[src/rtl/bitrev_frame_if.sv]
// Frame-engine bus bundle: start/mode/data/read from software,
// data/status back from the engine.
interface bitrev_frame_if #(
  parameter int WIDTH = 32,
  parameter int DEPTH = 4
);
  localparam int AW = $clog2(DEPTH);

  logic             start_flag_i;
  logic [1:0]       mode_i;
  logic [WIDTH-1:0] din_i;
  logic             din_valid_i;
  logic             read_i;
  logic [WIDTH-1:0] dout_o;
  logic             done_flag_o;
  logic             busy_o;
  logic [AW-1:0]    rd_idx_o;

  modport master (
    output start_flag_i, mode_i, din_i,
    output din_valid_i, read_i,
    input  dout_o, done_flag_o, busy_o,
    input  rd_idx_o
  );

  modport slave (
    input  start_flag_i, mode_i, din_i,
    input  din_valid_i, read_i,
    output dout_o, done_flag_o, busy_o,
    output rd_idx_o
  );
endinterface

[src/rtl/bitrev_frame_engine.sv]
// Bit-reversal frame engine: loads DEPTH words, reorders/reverses,
// then serves them out. Ports: clk, rst_ni, bus (bitrev_frame_if.slave).
module bitrev_frame_engine #(
  parameter int WIDTH = 32,
  parameter int DEPTH = 4
) (
  input logic          clk,
  input logic          rst_ni,
  bitrev_frame_if.slave bus
);
  localparam int AW = $clog2(DEPTH);
  localparam logic [AW-1:0] LAST = AW'(DEPTH - 1);

  typedef enum logic [1:0] {
    IDLE, LOAD, PROC, DONE
  } state_e;

  state_e           state_q;
  logic [AW-1:0]    wr_ptr_q;
  logic [AW-1:0]    proc_ptr_q;
  logic [AW-1:0]    rd_ptr_q;
  logic [1:0]       mode_q;
  logic             read_q;
  logic [WIDTH-1:0] in_buf_q  [DEPTH];
  logic [WIDTH-1:0] out_buf_q [DEPTH];

  logic             rd_edge;
  logic [AW-1:0]    src_idx;
  logic [WIDTH-1:0] word_d;

  function automatic logic [AW-1:0] rev_idx(
    input logic [AW-1:0] i
  );
    logic [AW-1:0] r;
    for (int k = 0; k < AW; k++)
      r[k] = i[AW-1-k];
    return r;
  endfunction

  function automatic logic [WIDTH-1:0] rev_word(
    input logic [WIDTH-1:0] x
  );
    logic [WIDTH-1:0] r;
    for (int k = 0; k < WIDTH; k++)
      r[k] = x[WIDTH-1-k];
    return r;
  endfunction

  always_comb begin
    rd_edge = bus.read_i & ~read_q;
    src_idx = mode_q[1] ? rev_idx(proc_ptr_q)
                        : proc_ptr_q;
    word_d  = mode_q[0] ? rev_word(in_buf_q[src_idx])
                        : in_buf_q[src_idx];
  end

  always_ff @(posedge clk) begin
    if (!rst_ni) begin
      state_q    <= IDLE;
      wr_ptr_q   <= '0;
      proc_ptr_q <= '0;
      rd_ptr_q   <= '0;
      mode_q     <= '0;
      read_q     <= 1'b0;
    end else begin
      read_q <= bus.read_i;
      unique case (state_q)
        IDLE: begin
          if (bus.start_flag_i) begin
            state_q  <= LOAD;
            mode_q   <= bus.mode_i;
            wr_ptr_q <= '0;
          end
        end
        LOAD: begin
          if (bus.din_valid_i) begin
            wr_ptr_q <= wr_ptr_q + 1'b1;
            if (wr_ptr_q == LAST) begin
              state_q    <= PROC;
              proc_ptr_q <= '0;
            end
          end
        end
        PROC: begin
          proc_ptr_q <= proc_ptr_q + 1'b1;
          if (proc_ptr_q == LAST) begin
            state_q  <= DONE;
            rd_ptr_q <= '0;
          end
        end
        DONE: begin
          // start is deliberately ignored here, even on
          // the edge that drops back to IDLE
          if (rd_edge) begin
            rd_ptr_q <= rd_ptr_q + 1'b1;
            if (rd_ptr_q == LAST)
              state_q <= IDLE;
          end
        end
        default: state_q <= IDLE;
      endcase
    end
  end

  // Buffers need no reset: dout is gated by DONE.
  always_ff @(posedge clk) begin
    if (state_q == LOAD && bus.din_valid_i)
      in_buf_q[wr_ptr_q] <= bus.din_i;
    if (state_q == PROC)
      out_buf_q[proc_ptr_q] <= word_d;
  end

  assign bus.dout_o      = (state_q == DONE)
                           ? out_buf_q[rd_ptr_q] : '0;
  assign bus.done_flag_o = (state_q == DONE);
  assign bus.busy_o      = (state_q == LOAD) ||
                           (state_q == PROC);
  assign bus.rd_idx_o    = rd_ptr_q;
endmodule

[src/flat_wrapper.sv]
// flat-port wrapper written by rule: the top's interface ports become plain ports
module bitrev_frame_engine_flat 
#(
  parameter int WIDTH = 32,
  parameter int DEPTH = 4
)
  (clk, rst_ni, bus_start_flag_i, bus_mode_i, bus_din_i, bus_din_valid_i, bus_read_i, bus_dout_o, bus_done_flag_o, bus_busy_o, bus_rd_idx_o);
  bitrev_frame_if #(.WIDTH(WIDTH), .DEPTH(DEPTH)) bus_i ();
  input logic clk;
  input logic rst_ni;
  input wire logic [$bits(bus_i.start_flag_i)-1:0] bus_start_flag_i;
  input wire logic [$bits(bus_i.mode_i)-1:0] bus_mode_i;
  input wire logic [$bits(bus_i.din_i)-1:0] bus_din_i;
  input wire logic [$bits(bus_i.din_valid_i)-1:0] bus_din_valid_i;
  input wire logic [$bits(bus_i.read_i)-1:0] bus_read_i;
  output wire logic [$bits(bus_i.dout_o)-1:0] bus_dout_o;
  output wire logic [$bits(bus_i.done_flag_o)-1:0] bus_done_flag_o;
  output wire logic [$bits(bus_i.busy_o)-1:0] bus_busy_o;
  output wire logic [$bits(bus_i.rd_idx_o)-1:0] bus_rd_idx_o;
  assign bus_i.start_flag_i = bus_start_flag_i;
  assign bus_i.mode_i = bus_mode_i;
  assign bus_i.din_i = bus_din_i;
  assign bus_i.din_valid_i = bus_din_valid_i;
  assign bus_i.read_i = bus_read_i;
  assign bus_dout_o = bus_i.dout_o;
  assign bus_done_flag_o = bus_i.done_flag_o;
  assign bus_busy_o = bus_i.busy_o;
  assign bus_rd_idx_o = bus_i.rd_idx_o;
  bitrev_frame_engine #(.WIDTH(WIDTH), .DEPTH(DEPTH)) u_core (.clk(clk), .rst_ni(rst_ni), .bus(bus_i));
endmodule
[config.mk]
export PLATFORM = sky130hd
export DESIGN_NAME = bitrev_frame_engine_flat
export DESIGN_NICKNAME = d
export VERILOG_FILES = /design/src/rtl/bitrev_frame_if.sv /design/src/rtl/bitrev_frame_engine.sv /design/src/flat_wrapper.sv
export SDC_FILE = /design/constraint.sdc
export NUM_CORES = 1
export LEC_CHECK = 0
export BUFFER_PORTS_ARGS = -buffer_cell sky130_fd_sc_hd__buf_4
export CORE_ASPECT_RATIO = 0.7
export CORE_MARGIN = 8
export CORE_UTILIZATION = 38
export DETAILED_ROUTE_END_ITERATION = 8
export REMOVE_ABC_BUFFERS = 1
export SETUP_SLACK_MARGIN = 0.15
export SYNTH_ARGS = -nofsm -noshare
export SYNTH_HDL_FRONTEND = slang
export SYNTH_SLANG_ARGS = --single-unit
[constraint.sdc]
create_clock -name clk -period 5 [get_ports clk]
set_input_delay 0.75 -clock clk [delete_from_list [all_inputs] [get_ports clk]]
set_output_delay 0.75 -clock clk [all_outputs]
set_load 0.02 [all_outputs]
==> run_summary.xml, run 1 <==
<?xml version="1.0" encoding="UTF-8"?>
<metrics>
  <group name="sta">
    <metric name="setup-tns-final" unit="ps">0</metric>
    <metric name="timing.final.crit_share" unit="%">68.0</metric>
    <metric name="tightestPinTransition" unit="ps">1160</metric>
    <metric name="slew-limit-headroom" unit="%">22.8</metric>
    <metric name="timing_hold_violations_final" unit="">0</metric>
    <metric name="worst_clock_skew" unit="ps">10.8</metric>
    <metric name="final_max_slew_viol_count" unit="">0</metric>
    <metric name="fin_hold_ws" unit="ps">412</metric>
    <metric name="min_period" unit="ps">3400</metric>
    <metric name="count_of_endpoints_failing_setup_in_the_final_report" unit="">0</metric>
    <metric name="rsz0062_at_grt" unit="">no</metric>
    <metric name="maxClockFrequency" unit="MHz">294</metric>
  </group>
  <group name="power">
    <metric name="maximum_ir_drop_on_the_vdd_rail" unit="V">0.000241</metric>
    <metric name="combPwrFrac" unit="%">16.4</metric>
    <metric name="internal_power" unit="mW">4.29</metric>
    <metric name="switching_share" unit="%">25.7</metric>
    <metric name="totalPowerFinal" unit="mW">5.77</metric>
    <metric name="power_density" unit="mW/mm^2">437</metric>
    <metric name="p_leak" unit="nW">4.26</metric>
    <metric name="power.net_switching" unit="mW">1.48</metric>
    <metric name="pwr-share-clk" unit="%">34.9</metric>
    <metric name="power.sequential.fraction" unit="%">48.7</metric>
  </group>
  <group name="finish">
    <metric name="multiInputGateArea" unit="mm^2">0.00314</metric>
    <metric name="finish.net_count" unit="">822</metric>
    <metric name="fill_cells" unit="">2622</metric>
    <metric name="layout-area-overhead-vs-synth" unit="%">15.2</metric>
    <metric name="drive_above_1_share" unit="%">21.3</metric>
    <metric name="insertedDiodeCount" unit="">0</metric>
    <metric name="final_cells" unit="">1173</metric>
    <metric name="area.sequential" unit="mm^2">0.00795</metric>
  </group>
  <group name="floorplan">
    <metric name="core.rowCount" unit="">53</metric>
    <metric name="dieHeight" unit="um">161</metric>
    <metric name="design.core.area" unit="mm^2">0.0298</metric>
    <metric name="initial_core_utilization" unit="%">38.4</metric>
    <metric name="boundaryPins" unit="">75</metric>
    <metric name="design.die.area" unit="mm^2">0.0360</metric>
    <metric name="die_width" unit="um">223</metric>
  </group>
  <group name="drt">
    <metric name="dr_wl_met2" unit="um">11800</metric>
    <metric name="postRouteAntennaNets" unit="">0</metric>
    <metric name="detail_route.vias_per_cell" unit="">5.57</metric>
    <metric name="highest-signal-layer" unit="">met4</metric>
    <metric name="m1WireLength" unit="um">12100</metric>
    <metric name="wl_met3" unit="um">1910</metric>
    <metric name="number_of_search_and_repair_iterations_in_the_first_detailed_routing_pass" unit="">5</metric>
    <metric name="routed-via-count" unit="">6535</metric>
    <metric name="drt_wl_total" unit="um">26400</metric>
    <metric name="drt-initial-drc-count" unit="">454</metric>
    <metric name="drc" unit="">0</metric>
    <metric name="drt-wirelength-per-cell" unit="um">22.5</metric>
  </group>
  <group name="critical_path">
    <metric name="crit_path_dat" unit="ps">2650</metric>
    <metric name="critical-path-max-stage-delay" unit="ps">830</metric>
    <metric name="crit_required" unit="ps">4250</metric>
    <metric name="path_common_cell" unit="">sky130_fd_sc_hd__buf_4</metric>
    <metric name="endpoint_kind" unit="">primary output</metric>
    <metric name="timing_worst_setup_path_type" unit="">reg2out</metric>
    <metric name="timing.critical_path.fanout_max" unit="">19</metric>
    <metric name="cp-start-kind" unit="">flip-flop</metric>
    <metric name="path_cells" unit="">buf_4 -&gt; mux4_2 -&gt; and2_1 -&gt; buf_4</metric>
    <metric name="cp_slowest_cell" unit="">sky130_fd_sc_hd__dfxtp_2</metric>
  </group>
  <group name="global_route">
    <metric name="grt_max_degree" unit="">52</metric>
    <metric name="grt_first_pass_wirelength" unit="um">40300</metric>
    <metric name="number_of_global_route_vias_before_repair" unit="">6775</metric>
    <metric name="antenna_found_initial" unit="">0</metric>
    <metric name="overall_routing_resource_usage" unit="%">14.3</metric>
    <metric name="globalRouteOverflowTotal" unit="">0</metric>
  </group>
  <group name="synthesis">
    <metric name="ys_types" unit="">38</metric>
    <metric name="post_synth_main_area_contributors" unit="">sky130_fd_sc_hd__edfxtp_1, sky130_fd_sc_hd__mux4_2, sky130_fd_sc_hd__mux2i_1</metric>
    <metric name="ys_async_sr_fraction" unit="%">0</metric>
    <metric name="yosysWarnings" unit="">0</metric>
    <metric name="combined_area_of_all_synthesized_cells" unit="mm^2">0.0115</metric>
    <metric name="synth_top_area_share" unit="%">67.1</metric>
    <metric name="synthMostInstantiatedCell" unit="">sky130_fd_sc_hd__edfxtp_1</metric>
    <metric name="post-synth-top-area-cell" unit="">sky130_fd_sc_hd__edfxtp_1</metric>
    <metric name="synth.avg_cell_area" unit="um^2">16.4</metric>
    <metric name="synth-seq-cells" unit="">269</metric>
    <metric name="syn_inst" unit="">700</metric>
    <metric name="seq_area_frac_synth" unit="%">69.4</metric>
    <metric name="synth-edff-count" unit="">256</metric>
    <metric name="yosys_most_used_dff" unit="">sky130_fd_sc_hd__edfxtp_1</metric>
    <metric name="synth_commonest_cells" unit="">sky130_fd_sc_hd__edfxtp_1, sky130_fd_sc_hd__nor2_1, sky130_fd_sc_hd__and2_1</metric>
  </group>
  <group name="cts">
    <metric name="cts_tree" unit="">done</metric>
    <metric name="cts_max_path_buffers" unit="">3</metric>
    <metric name="cts_root_buffer" unit="">sky130_fd_sc_hd__clkbuf_16</metric>
    <metric name="clkLatencyLatePin" unit="ps">540</metric>
    <metric name="cts-buffers-inserted" unit="">27</metric>
    <metric name="clkSinkCount" unit="">269</metric>
    <metric name="htree_levels" unit="">1</metric>
    <metric name="post_cts.repair.setup_buffers" unit="">0</metric>
    <metric name="cts.hold.buffers_added" unit="">0</metric>
    <metric name="post_cts_resized" unit="">0</metric>
    <metric name="path_clk_slew" unit="ps">60</metric>
  </group>
  <group name="min_path">
    <metric name="hp-class" unit="">in2reg</metric>
  </group>
  <group name="outcome">
    <metric name="outcome" unit="">complete, no violations</metric>
  </group>
  <group name="flow_run">
    <metric name="timing.max_cap.violations" unit="">0</metric>
  </group>
  <group name="placed_design">
    <metric name="dp_cells" unit="">1123</metric>
    <metric name="hpwl" unit="um">15600</metric>
    <metric name="gp_congestion" unit="">0.737</metric>
    <metric name="port_buffers" unit="">74</metric>
  </group>
</metrics>
==> metrics by stage <==
step	utilization [%]	setup WS (ps)	area (um^2)
floorplan	-	1750	11100
global placement	41.2	2090	12300
detailed placement	41.2	2070	12300
CTS	44.2	1500	13200
global route	44.2	1390	13200
finish	44.2	1600	13200
==> cells in the final DEF (no fill, tap or decap), types with 31 or more instances in the layout <==
cell,n
sky130_fd_sc_hd__o32a_1,32
sky130_fd_sc_hd__a22oi_1,32
sky130_fd_sc_hd__o2111ai_1,31
sky130_fd_sc_hd__buf_4,93
sky130_fd_sc_hd__mux4_2,32
sky130_fd_sc_hd__mux2i_1,34
sky130_fd_sc_hd__or4_1,32
sky130_fd_sc_hd__edfxtp_1,256
sky130_fd_sc_hd__nor2_1,68
sky130_fd_sc_hd__and2_1,38
==> power by group through the flow <==
stage	Sequential [mW]	Clock [mW]	Combinational, mW
floorplan	2.86	0	0.591
global placement	2.86	0	0.941
detailed placement	2.86	0	0.952
CTS	2.81	2.05	0.954
global route	2.83	2.15	1.04
finish	2.81	2.01	0.948
==> layer usage <==
layer	vias up	global-route usage, %
li1	2979	-
met1	3276	20.0
met2	236	22.3
met3	44	3.35
met4	0	3.46
met5	-	0
==> worst paths after layout <==
path,depth (start not counted),end,from,slack (ps)
worst max-delay path,4,bus_dout_o[20],flip-flop,1600
worst min-delay path,1,u_core.in_buf_q[3][29]$_DFFE_PP_,bus_din_i[29],410
worst max register to register,5,u_core.out_buf_q[2][30]$_DFFE_PP_,u_core.proc_ptr_q[1]$_SDFFE_PN0P_,2060
worst min register to register,2,u_core.state_q[1]$_SDFFE_PN0P_,u_core.state_q[1]$_SDFFE_PN0P_,520
==> area by class of cell <==
| class | instances | share of cell area (%) |
|---|---|---|
| timing repair buffer | 93 | 5.29 |
| tap | 385 | 3.65 |
| sequential | 269 | 60.3 |
| clock inverter | 18 | 1.43 |
| clock buffer | 32 | 5.26 |
| multi-input combinational | 368 | 23.8 |
| inverter | 8 | 0.247 |
==> sequential cells by signal (all words and copies together) (netlist names), named ones only <==
name                 flops
u_core.bus.rd_idx_o      2
u_core.in_buf_q        128
u_core.mode_q            2
u_core.out_buf_q       128
u_core.proc_ptr_q        2
u_core.read_q            1
u_core.state_q           2
u_core.wr_ptr_q          2
==> cells by family after synthesis <==
| logic type | share of synthesized area, % |
|---|---|
| muxes | 9.27 |
| DFF | 69.4 |
| buffers and inverters | 3.17 |
| and+or+nand+nor | 7.87 |
| AOI/OAI and AO/OA | 8.54 |
| adders and majority gates | 1.75 |
==> worst max-delay path: cells and delay by family, from the launching register on <==
family                 cells  cell delay (ps)
AND/OR/NAND/NOR            1              180
flip-flops                 1              830
multiplexers               1              540
buffers and inverters      2              560
Power figures use the tool's default switching activity.
==> run 2, diff against run 1 <==
==> constraint.sdc (replaced) <==
create_clock -name clk -period 3.15 [get_ports clk]
set_input_delay 0.4725 -clock clk [delete_from_list [all_inputs] [get_ports clk]]
set_output_delay 0.4725 -clock clk [all_outputs]
set_load 0.02 [all_outputs]
==> run 2 against run 1 <==
  * Via count rose by 0.32%
  * First-iteration DRC count up 34%
  * Clock power rose by 50%
  * Combinational power grew 67%
  * Power is 57% higher
  * Core utilization rose by 0.28 points
  * Final cell count grew 1.2%
  * Non-clock buffer count up 15
  * Count of clock-buffer cells in the layout rose by 1
==> run_summary.xml, run 2 (synthesis results as in run 1) <==
<?xml version="1.0" encoding="UTF-8"?>
<metrics>
  <group name="outcome">
    <metric name="outcome" unit="">complete, no violations</metric>
  </group>
  <group name="power">
    <metric name="totalPowerFinal" unit="mW">9.04</metric>
    <metric name="p_leak" unit="nW">4.32</metric>
    <metric name="power.sequential.fraction" unit="%">49.1</metric>
    <metric name="power_density" unit="mW/mm^2">681</metric>
    <metric name="switching_share" unit="%">26.1</metric>
    <metric name="pwr-share-clk" unit="%">33.4</metric>
    <metric name="combPwrFrac" unit="%">17.5</metric>
    <metric name="internal_power" unit="mW">6.67</metric>
    <metric name="maximum_ir_drop_on_the_vdd_rail" unit="V">0.000389</metric>
    <metric name="power.net_switching" unit="mW">2.36</metric>
  </group>
  <group name="flow_run">
    <metric name="timing.max_cap.violations" unit="">0</metric>
  </group>
  <group name="global_route">
    <metric name="met3_use_gr" unit="%">2.64</metric>
    <metric name="globalRouteOverflowTotal" unit="">0</metric>
    <metric name="grt_first_pass_wirelength" unit="um">40400</metric>
    <metric name="overall_routing_resource_usage" unit="%">14.3</metric>
    <metric name="busiest_layer" unit="">met2</metric>
    <metric name="global_route.usage.met1" unit="%">20.5</metric>
    <metric name="fraction_of_met2_tracks_used_by_global_routing" unit="%">22.5</metric>
    <metric name="grt_max_degree" unit="">36</metric>
    <metric name="number_of_global_route_vias_before_repair" unit="">6659</metric>
    <metric name="antenna_found_initial" unit="">1</metric>
  </group>
  <group name="finish">
    <metric name="insertedDiodeCount" unit="">0</metric>
    <metric name="finish.net_count" unit="">837</metric>
    <metric name="final_cells" unit="">1187</metric>
    <metric name="reg_top3" unit="">u_core.in_buf_q (128), u_core.out_buf_q (128)</metric>
    <metric name="layout_commonest_cell" unit="">sky130_fd_sc_hd__edfxtp_1</metric>
    <metric name="final_core_util" unit="%">44.5</metric>
    <metric name="layout-area-overhead-vs-synth" unit="%">15.9</metric>
    <metric name="drive_above_1_share" unit="%">22.7</metric>
    <metric name="layout.cells.most_common_list" unit="">sky130_fd_sc_hd__edfxtp_1, sky130_fd_sc_hd__buf_4, sky130_fd_sc_hd__nor2_1, sky130_fd_sc_hd__and2_1, sky130_fd_sc_hd__mux2i_1</metric>
    <metric name="finish.instance_area" unit="mm^2">0.0133</metric>
  </group>
  <group name="critical_path">
    <metric name="critical_path_buf_inv_count" unit="">2</metric>
    <metric name="critical_path.top_delay_family" unit="">multiplexers</metric>
    <metric name="critical-path-max-stage-delay" unit="ps">570</metric>
    <metric name="timing_worst_setup_path_type" unit="">reg2out</metric>
    <metric name="worstReg2RegEnd" unit="">u_core.out_buf_q[1][12]$_DFFE_PP_</metric>
    <metric name="crit_path_dat" unit="ps">2070</metric>
    <metric name="worstRegToRegCells" unit="">5</metric>
    <metric name="endpoint_kind" unit="">primary output</metric>
    <metric name="cp_slowest_cell" unit="">sky130_fd_sc_hd__mux4_2</metric>
    <metric name="startpoint_of_the_lowest_slack_register_to_register_path" unit="">u_core.proc_ptr_q[1]$_SDFFE_PN0P_</metric>
    <metric name="timing.critical_path.fanout_max" unit="">32</metric>
    <metric name="cp-start-kind" unit="">flip-flop</metric>
    <metric name="crit_required" unit="ps">2680</metric>
    <metric name="path_cells" unit="">buf_12 -&gt; mux4_2 -&gt; and2_1 -&gt; buf_4</metric>
    <metric name="worst-r2r-setup-slack" unit="ps">790</metric>
  </group>
  <group name="sta">
    <metric name="timing_hold_violations_final" unit="">0</metric>
    <metric name="maxClockFrequency" unit="MHz">393</metric>
    <metric name="rsz0062_at_grt" unit="">no</metric>
    <metric name="slew-limit-headroom" unit="%">61.0</metric>
    <metric name="tightestPinTransition" unit="ps">569</metric>
    <metric name="count_of_endpoints_failing_setup_in_the_final_report" unit="">0</metric>
    <metric name="timing.final.crit_share" unit="%">80.7</metric>
    <metric name="final_max_slew_viol_count" unit="">0</metric>
    <metric name="worst_clock_skew" unit="ps">8.20</metric>
    <metric name="min_period" unit="ps">2540</metric>
  </group>
  <group name="min_path">
    <metric name="hold_start" unit="">bus_din_i[18]</metric>
    <metric name="cell_depth_of_the_worst_hold_path" unit="">1</metric>
    <metric name="timing.hold.worst_endpoint" unit="">u_core.in_buf_q[0][18]$_DFFE_PP_</metric>
    <metric name="hp-class" unit="">in2reg</metric>
  </group>
  <group name="cts">
    <metric name="cts_root_buffer" unit="">sky130_fd_sc_hd__clkbuf_16</metric>
    <metric name="cts_tree" unit="">done</metric>
    <metric name="cts-buffers-inserted" unit="">27</metric>
    <metric name="cts.hold.buffers_added" unit="">0</metric>
    <metric name="post_cts_resized" unit="">0</metric>
    <metric name="cts_max_path_buffers" unit="">3</metric>
    <metric name="path_clk_slew" unit="ps">60</metric>
    <metric name="clkSinkCount" unit="">269</metric>
    <metric name="clkLatencyLatePin" unit="ps">530</metric>
    <metric name="post_cts.repair.setup_buffers" unit="">0</metric>
    <metric name="htree_levels" unit="">1</metric>
  </group>
  <group name="drt">
    <metric name="drt-wirelength-per-cell" unit="um">22.1</metric>
    <metric name="postRouteAntennaNets" unit="">0</metric>
    <metric name="drt-initial-drc-count" unit="">608</metric>
    <metric name="number_of_search_and_repair_iterations_in_the_first_detailed_routing_pass" unit="">7</metric>
    <metric name="detail_route.vias_per_cell" unit="">5.52</metric>
    <metric name="routed-via-count" unit="">6556</metric>
    <metric name="drt_wl_total" unit="um">26200</metric>
    <metric name="drc" unit="">0</metric>
  </group>
  <group name="floorplan">
    <metric name="core.rowCount" unit="">53</metric>
    <metric name="initial_core_utilization" unit="%">38.4</metric>
    <metric name="design.core.area" unit="mm^2">0.0298</metric>
    <metric name="die_width" unit="um">223</metric>
    <metric name="design.die.area" unit="mm^2">0.0360</metric>
    <metric name="dieHeight" unit="um">161</metric>
    <metric name="boundaryPins" unit="">75</metric>
  </group>
  <group name="placed_design">
    <metric name="port_buffers" unit="">74</metric>
    <metric name="dpl_cell_area" unit="mm^2">0.0124</metric>
    <metric name="hpwl" unit="um">16200</metric>
    <metric name="dp_cells" unit="">1138</metric>
    <metric name="gp_congestion" unit="">0.750</metric>
  </group>
</metrics>
## run 2: how the worst max path moves through the flow
stage	start	cells after the start	end
floorplan	u_core.proc_ptr_q[0]$_SDFFE_PN0P_	3	u_core.out_buf_q[0][0]$_DFFE_PP_
global placement	u_core.proc_ptr_q[1]$_SDFFE_PN0P_	5	u_core.out_buf_q[0][12]$_DFFE_PP_
detailed placement	u_core.proc_ptr_q[1]$_SDFFE_PN0P_	5	u_core.out_buf_q[3][23]$_DFFE_PP_
CTS	flip-flop	4	bus_dout_o[19]
global route	flip-flop	4	bus_dout_o[28]
finish	flip-flop	4	bus_dout_o[19]
## run 2: power by group through the flow
stage / logic [mW] / registers [mW] / clock network, mW
after detailed placement: 1.60 / 4.51 / 0
after global placement: 1.57 / 4.51 / 0
after CTS: 1.60 / 4.44 / 3.07
final: 1.58 / 4.44 / 3.02
after floorplan: 0.939 / 4.54 / 0
after global routing: 1.74 / 4.46 / 3.21
## run 2: final cells by class
cell class	instances	area, um^2
multi-input cells	368	3140
flip-flops and latches	269	7950
repair buffers	108	836
fillers	2615	16600
well taps	385	482
inverters	8	32.5
clock buffers	33	698
clock inverters	16	133
## run 2: metal layers
layer / share of wire, % / wire [um]
met4: 1.9 / 497
met5: 0.050 / 13
met2: 45 / 11800
met1: 47 / 12200
met3: 6.4 / 1690
## run 2: stage by stage
stage               hold WS, ps  setup TNS [ps]  setup WS (ps)
floorplan                   486           -6090          -95.2
global placement            511               0            906
detailed placement          515               0            827
CTS                         128               0            564
global route                127               0            523
finish                      146               0            607
==> run 3, diff against run 2 <==
--- a/config.mk
+++ b/config.mk
@@ -5,6 +5,7 @@
 export SDC_FILE = /design/constraint.sdc
 export NUM_CORES = 1
 export LEC_CHECK = 0
+export ABC_AREA = 1
 export BUFFER_PORTS_ARGS = -buffer_cell sky130_fd_sc_hd__buf_4
 export CORE_ASPECT_RATIO = 0.7
 export CORE_MARGIN = 8
==> constraint.sdc (replaced) <==
create_clock -name clk -period 2.3 [get_ports clk]
set_input_delay 0.345 -clock clk [delete_from_list [all_inputs] [get_ports clk]]
set_output_delay 0.345 -clock clk [all_outputs]
set_load 0.02 [all_outputs]
==> run 3 against run 2 <==
  * Sequential power grew 44%
  * Final area grew 3.1%
  * Largest cell class unchanged
  * Flip-flop and latch count is the same
  * Clock power grew 42%
  * Largest power group unchanged
==> run_summary.xml, run 3 <==
<?xml version="1.0" encoding="UTF-8"?>
<metrics>
  <group name="synthesis">
    <metric name="yosys_most_used_dff" unit="">sky130_fd_sc_hd__edfxtp_1</metric>
    <metric name="post_synth_main_area_contributors" unit="">sky130_fd_sc_hd__edfxtp_1, sky130_fd_sc_hd__nand3_1, sky130_fd_sc_hd__nor2_1</metric>
    <metric name="post-synth-top-area-cell" unit="">sky130_fd_sc_hd__edfxtp_1</metric>
    <metric name="combined_area_of_all_synthesized_cells" unit="mm^2">0.0112</metric>
    <metric name="synthMostInstantiatedCell" unit="">sky130_fd_sc_hd__edfxtp_1</metric>
    <metric name="ys_async_sr_fraction" unit="%">0</metric>
    <metric name="ys_types" unit="">20</metric>
    <metric name="yosysWarnings" unit="">0</metric>
    <metric name="synth.avg_cell_area" unit="um^2">11.7</metric>
    <metric name="synth-edff-count" unit="">256</metric>
    <metric name="synth_commonest_cells" unit="">sky130_fd_sc_hd__edfxtp_1, sky130_fd_sc_hd__nand3_1, sky130_fd_sc_hd__nor2_1</metric>
    <metric name="seq_area_frac_synth" unit="%">71.1</metric>
    <metric name="synth-seq-cells" unit="">269</metric>
    <metric name="syn_inst" unit="">958</metric>
    <metric name="synth_top_area_share" unit="%">68.8</metric>
  </group>
  <group name="global_route">
    <metric name="overall_routing_resource_usage" unit="%">15.1</metric>
    <metric name="antenna_found_initial" unit="">2</metric>
    <metric name="grt_max_degree" unit="">65</metric>
    <metric name="globalRouteOverflowTotal" unit="">0</metric>
    <metric name="number_of_global_route_vias_before_repair" unit="">7142</metric>
    <metric name="grt_first_pass_wirelength" unit="um">42600</metric>
  </group>
  <group name="drt">
    <metric name="drt-initial-drc-count" unit="">563</metric>
    <metric name="postRouteAntennaNets" unit="">0</metric>
    <metric name="detail_route.vias_per_cell" unit="">5.24</metric>
    <metric name="number_of_search_and_repair_iterations_in_the_first_detailed_routing_pass" unit="">7</metric>
    <metric name="drc" unit="">0</metric>
    <metric name="drt-wirelength-per-cell" unit="um">19.4</metric>
    <metric name="routed-via-count" unit="">7555</metric>
    <metric name="drt_wl_total" unit="um">28000</metric>
  </group>
  <group name="cts">
    <metric name="htree_levels" unit="">1</metric>
    <metric name="clkLatencyLatePin" unit="ps">520</metric>
    <metric name="cts-buffers-inserted" unit="">27</metric>
    <metric name="cts_root_buffer" unit="">sky130_fd_sc_hd__clkbuf_16</metric>
    <metric name="cts_tree" unit="">done</metric>
    <metric name="path_clk_slew" unit="ps">60</metric>
    <metric name="cts_max_path_buffers" unit="">3</metric>
    <metric name="clkSinkCount" unit="">269</metric>
  </group>
  <group name="critical_path">
    <metric name="crit_path_dat" unit="ps">1830</metric>
    <metric name="cp-start-kind" unit="">flip-flop</metric>
    <metric name="timing_worst_setup_path_type" unit="">reg2out</metric>
    <metric name="timing.critical_path.fanout_max" unit="">9</metric>
    <metric name="crit_required" unit="ps">1960</metric>
    <metric name="endpoint_kind" unit="">primary output</metric>
  </group>
  <group name="placed_design">
    <metric name="hpwl" unit="um">16500</metric>
    <metric name="port_buffers" unit="">74</metric>
    <metric name="dp_cells" unit="">1378</metric>
    <metric name="gp_congestion" unit="">0.728</metric>
  </group>
  <group name="sta">
    <metric name="worst_clock_skew" unit="ps">10.1</metric>
    <metric name="maxClockFrequency" unit="MHz">461</metric>
    <metric name="slew-limit-headroom" unit="%">66.4</metric>
    <metric name="min_period" unit="ps">2170</metric>
    <metric name="tightestPinTransition" unit="ps">504</metric>
    <metric name="timing_hold_violations_final" unit="">0</metric>
    <metric name="timing.final.crit_share" unit="%">94.4</metric>
    <metric name="count_of_endpoints_failing_setup_in_the_final_report" unit="">0</metric>
    <metric name="rsz0062_at_grt" unit="">yes</metric>
    <metric name="final_max_slew_viol_count" unit="">0</metric>
  </group>
  <group name="finish">
    <metric name="finish.net_count" unit="">1100</metric>
    <metric name="final_cells" unit="">1443</metric>
    <metric name="insertedDiodeCount" unit="">0</metric>
    <metric name="layout.cells.most_common_list" unit="">sky130_fd_sc_hd__edfxtp_1, sky130_fd_sc_hd__nand3_1, sky130_fd_sc_hd__nor2_1, sky130_fd_sc_hd__nand2_1, sky130_fd_sc_hd__buf_4</metric>
    <metric name="reg_top3" unit="">u_core.in_buf_q (128), u_core.out_buf_q (128)</metric>
    <metric name="layout_commonest_cell" unit="">sky130_fd_sc_hd__edfxtp_1</metric>
    <metric name="fill_cells" unit="">2571</metric>
    <metric name="drive_above_1_share" unit="%">19.3</metric>
    <metric name="layout-area-overhead-vs-synth" unit="%">22.4</metric>
    <metric name="final_core_util" unit="%">47.3</metric>
  </group>
  <group name="floorplan">
    <metric name="die_width" unit="um">221</metric>
    <metric name="initial_core_utilization" unit="%">38.6</metric>
    <metric name="dieHeight" unit="um">159</metric>
    <metric name="core.rowCount" unit="">52</metric>
    <metric name="design.die.area" unit="mm^2">0.0352</metric>
    <metric name="design.core.area" unit="mm^2">0.0290</metric>
    <metric name="boundaryPins" unit="">75</metric>
  </group>
  <group name="power">
    <metric name="p_leak" unit="nW">4.93</metric>
    <metric name="power_density" unit="mW/mm^2">1070</metric>
    <metric name="maximum_ir_drop_on_the_vdd_rail" unit="V">0.000485</metric>
    <metric name="totalPowerFinal" unit="mW">14.6</metric>
  </group>
  <group name="min_path">
    <metric name="hp-class" unit="">in2reg</metric>
  </group>
  <group name="outcome">
    <metric name="outcome" unit="">complete, no violations</metric>
  </group>
  <group name="flow_run">
    <metric name="timing.max_cap.violations" unit="">0</metric>
  </group>
</metrics>
==> run 3: layout make-up <==
class / instances / area (um^2) / area share (%)
clock buffers: 31 / 691 / 5.05
clock inverters: 18 / 173 / 1.26
inverters: 29 / 116 / 0.851
multi-input cells: 600 / 3000 / 21.9
flip-flops and latches: 269 / 7960 / 58.2
well taps: 378 / 473 / 3.46
repair buffers: 118 / 1260 / 9.23
==> run 3: power by group <==
part	internal [mW]	switching, mW	total (mW)	leakage (nW)
sequential	6.27	0.147	6.41	2.42
clock	2.49	1.79	4.28	0.426
combinational	1.17	2.75	3.92	2.09
total	9.93	4.69	14.6	4.93
==> run 3: metal layers <==
layer	share of wire [%]	vias up	wire length (um)	GRT usage [%]
met2	45	181	12600	23.3
met1	48	3726	13400	21.9
li1	-	3611	-	-
met5	0.096	-	27	0
met4	1.7	4	469	3.09
met3	5.5	33	1540	2.83
==> run 3: cell families (layout without fill, tap and decap cells) <==
family,count (synthesis),after routing,share of synthesized area [%]
compound gates,116,116,5.22
fa+ha+maj,16,16,1.79
buf+inv,89,196,3.55
flops,269,269,71.1
simple gates,468,468,18.3
==> run 3: metrics by stage <==
step           setup slack, ps  TNS, ps  hold WS (ps)  area, um^2
2_1_floorplan            -1190  -155780           438       10900
4_1_cts                    110        0         0.444       13400
3_5_place_dp               407        0           511       12300
3_3_place_gp               448        0           507       12300
5_1_grt                   54.3        0         0.188       13700
6_report                   129        0          20.5       13700
==> run 3: final timing paths <==
path | from | to | cells after the start | slack [ps]
worst max-delay path | flip-flop | bus_dout_o[28] | 7 | 130
worst min-delay path | bus_din_i[18] | u_core.in_buf_q[3][18]$_DFFE_PP_ | 1 | 20
worst max register to register | u_core.mode_q[1]$_SDFFE_PN0P_ | u_core.out_buf_q[0][3]$_DFFE_PP_ | 7 | 450
worst min register to register | u_core.wr_ptr_q[0]$_SDFFE_PN0P_ | u_core.wr_ptr_q[0]$_SDFFE_PN0P_ | 2 | 520
==> run 3: timing repair <==
| item | in CTS | in global routing |
|---|---|---|
| gates resized for setup | 55 | 62 |
| buffers inserted | 6 | 4 |
| pin swaps | 5 | 11 |
| cloned | 1 | 3 |
| endpoints found under the hold margin | 5 | 0 |
| endpoints found under the setup margin | 32 | 31 |
| hold buffers | 2 | 0 |
==> run 3: worst max-delay path: stages, from the launching register on <==
cell	delay [ps]
sky130_fd_sc_hd__dfxtp_4	370
sky130_fd_sc_hd__clkinvlp_4	90
sky130_fd_sc_hd__buf_12	150
sky130_fd_sc_hd__buf_4	140
sky130_fd_sc_hd__nor2_4	110
sky130_fd_sc_hd__o21ai_2	70
sky130_fd_sc_hd__a21oi_2	220
sky130_fd_sc_hd__buf_6	150
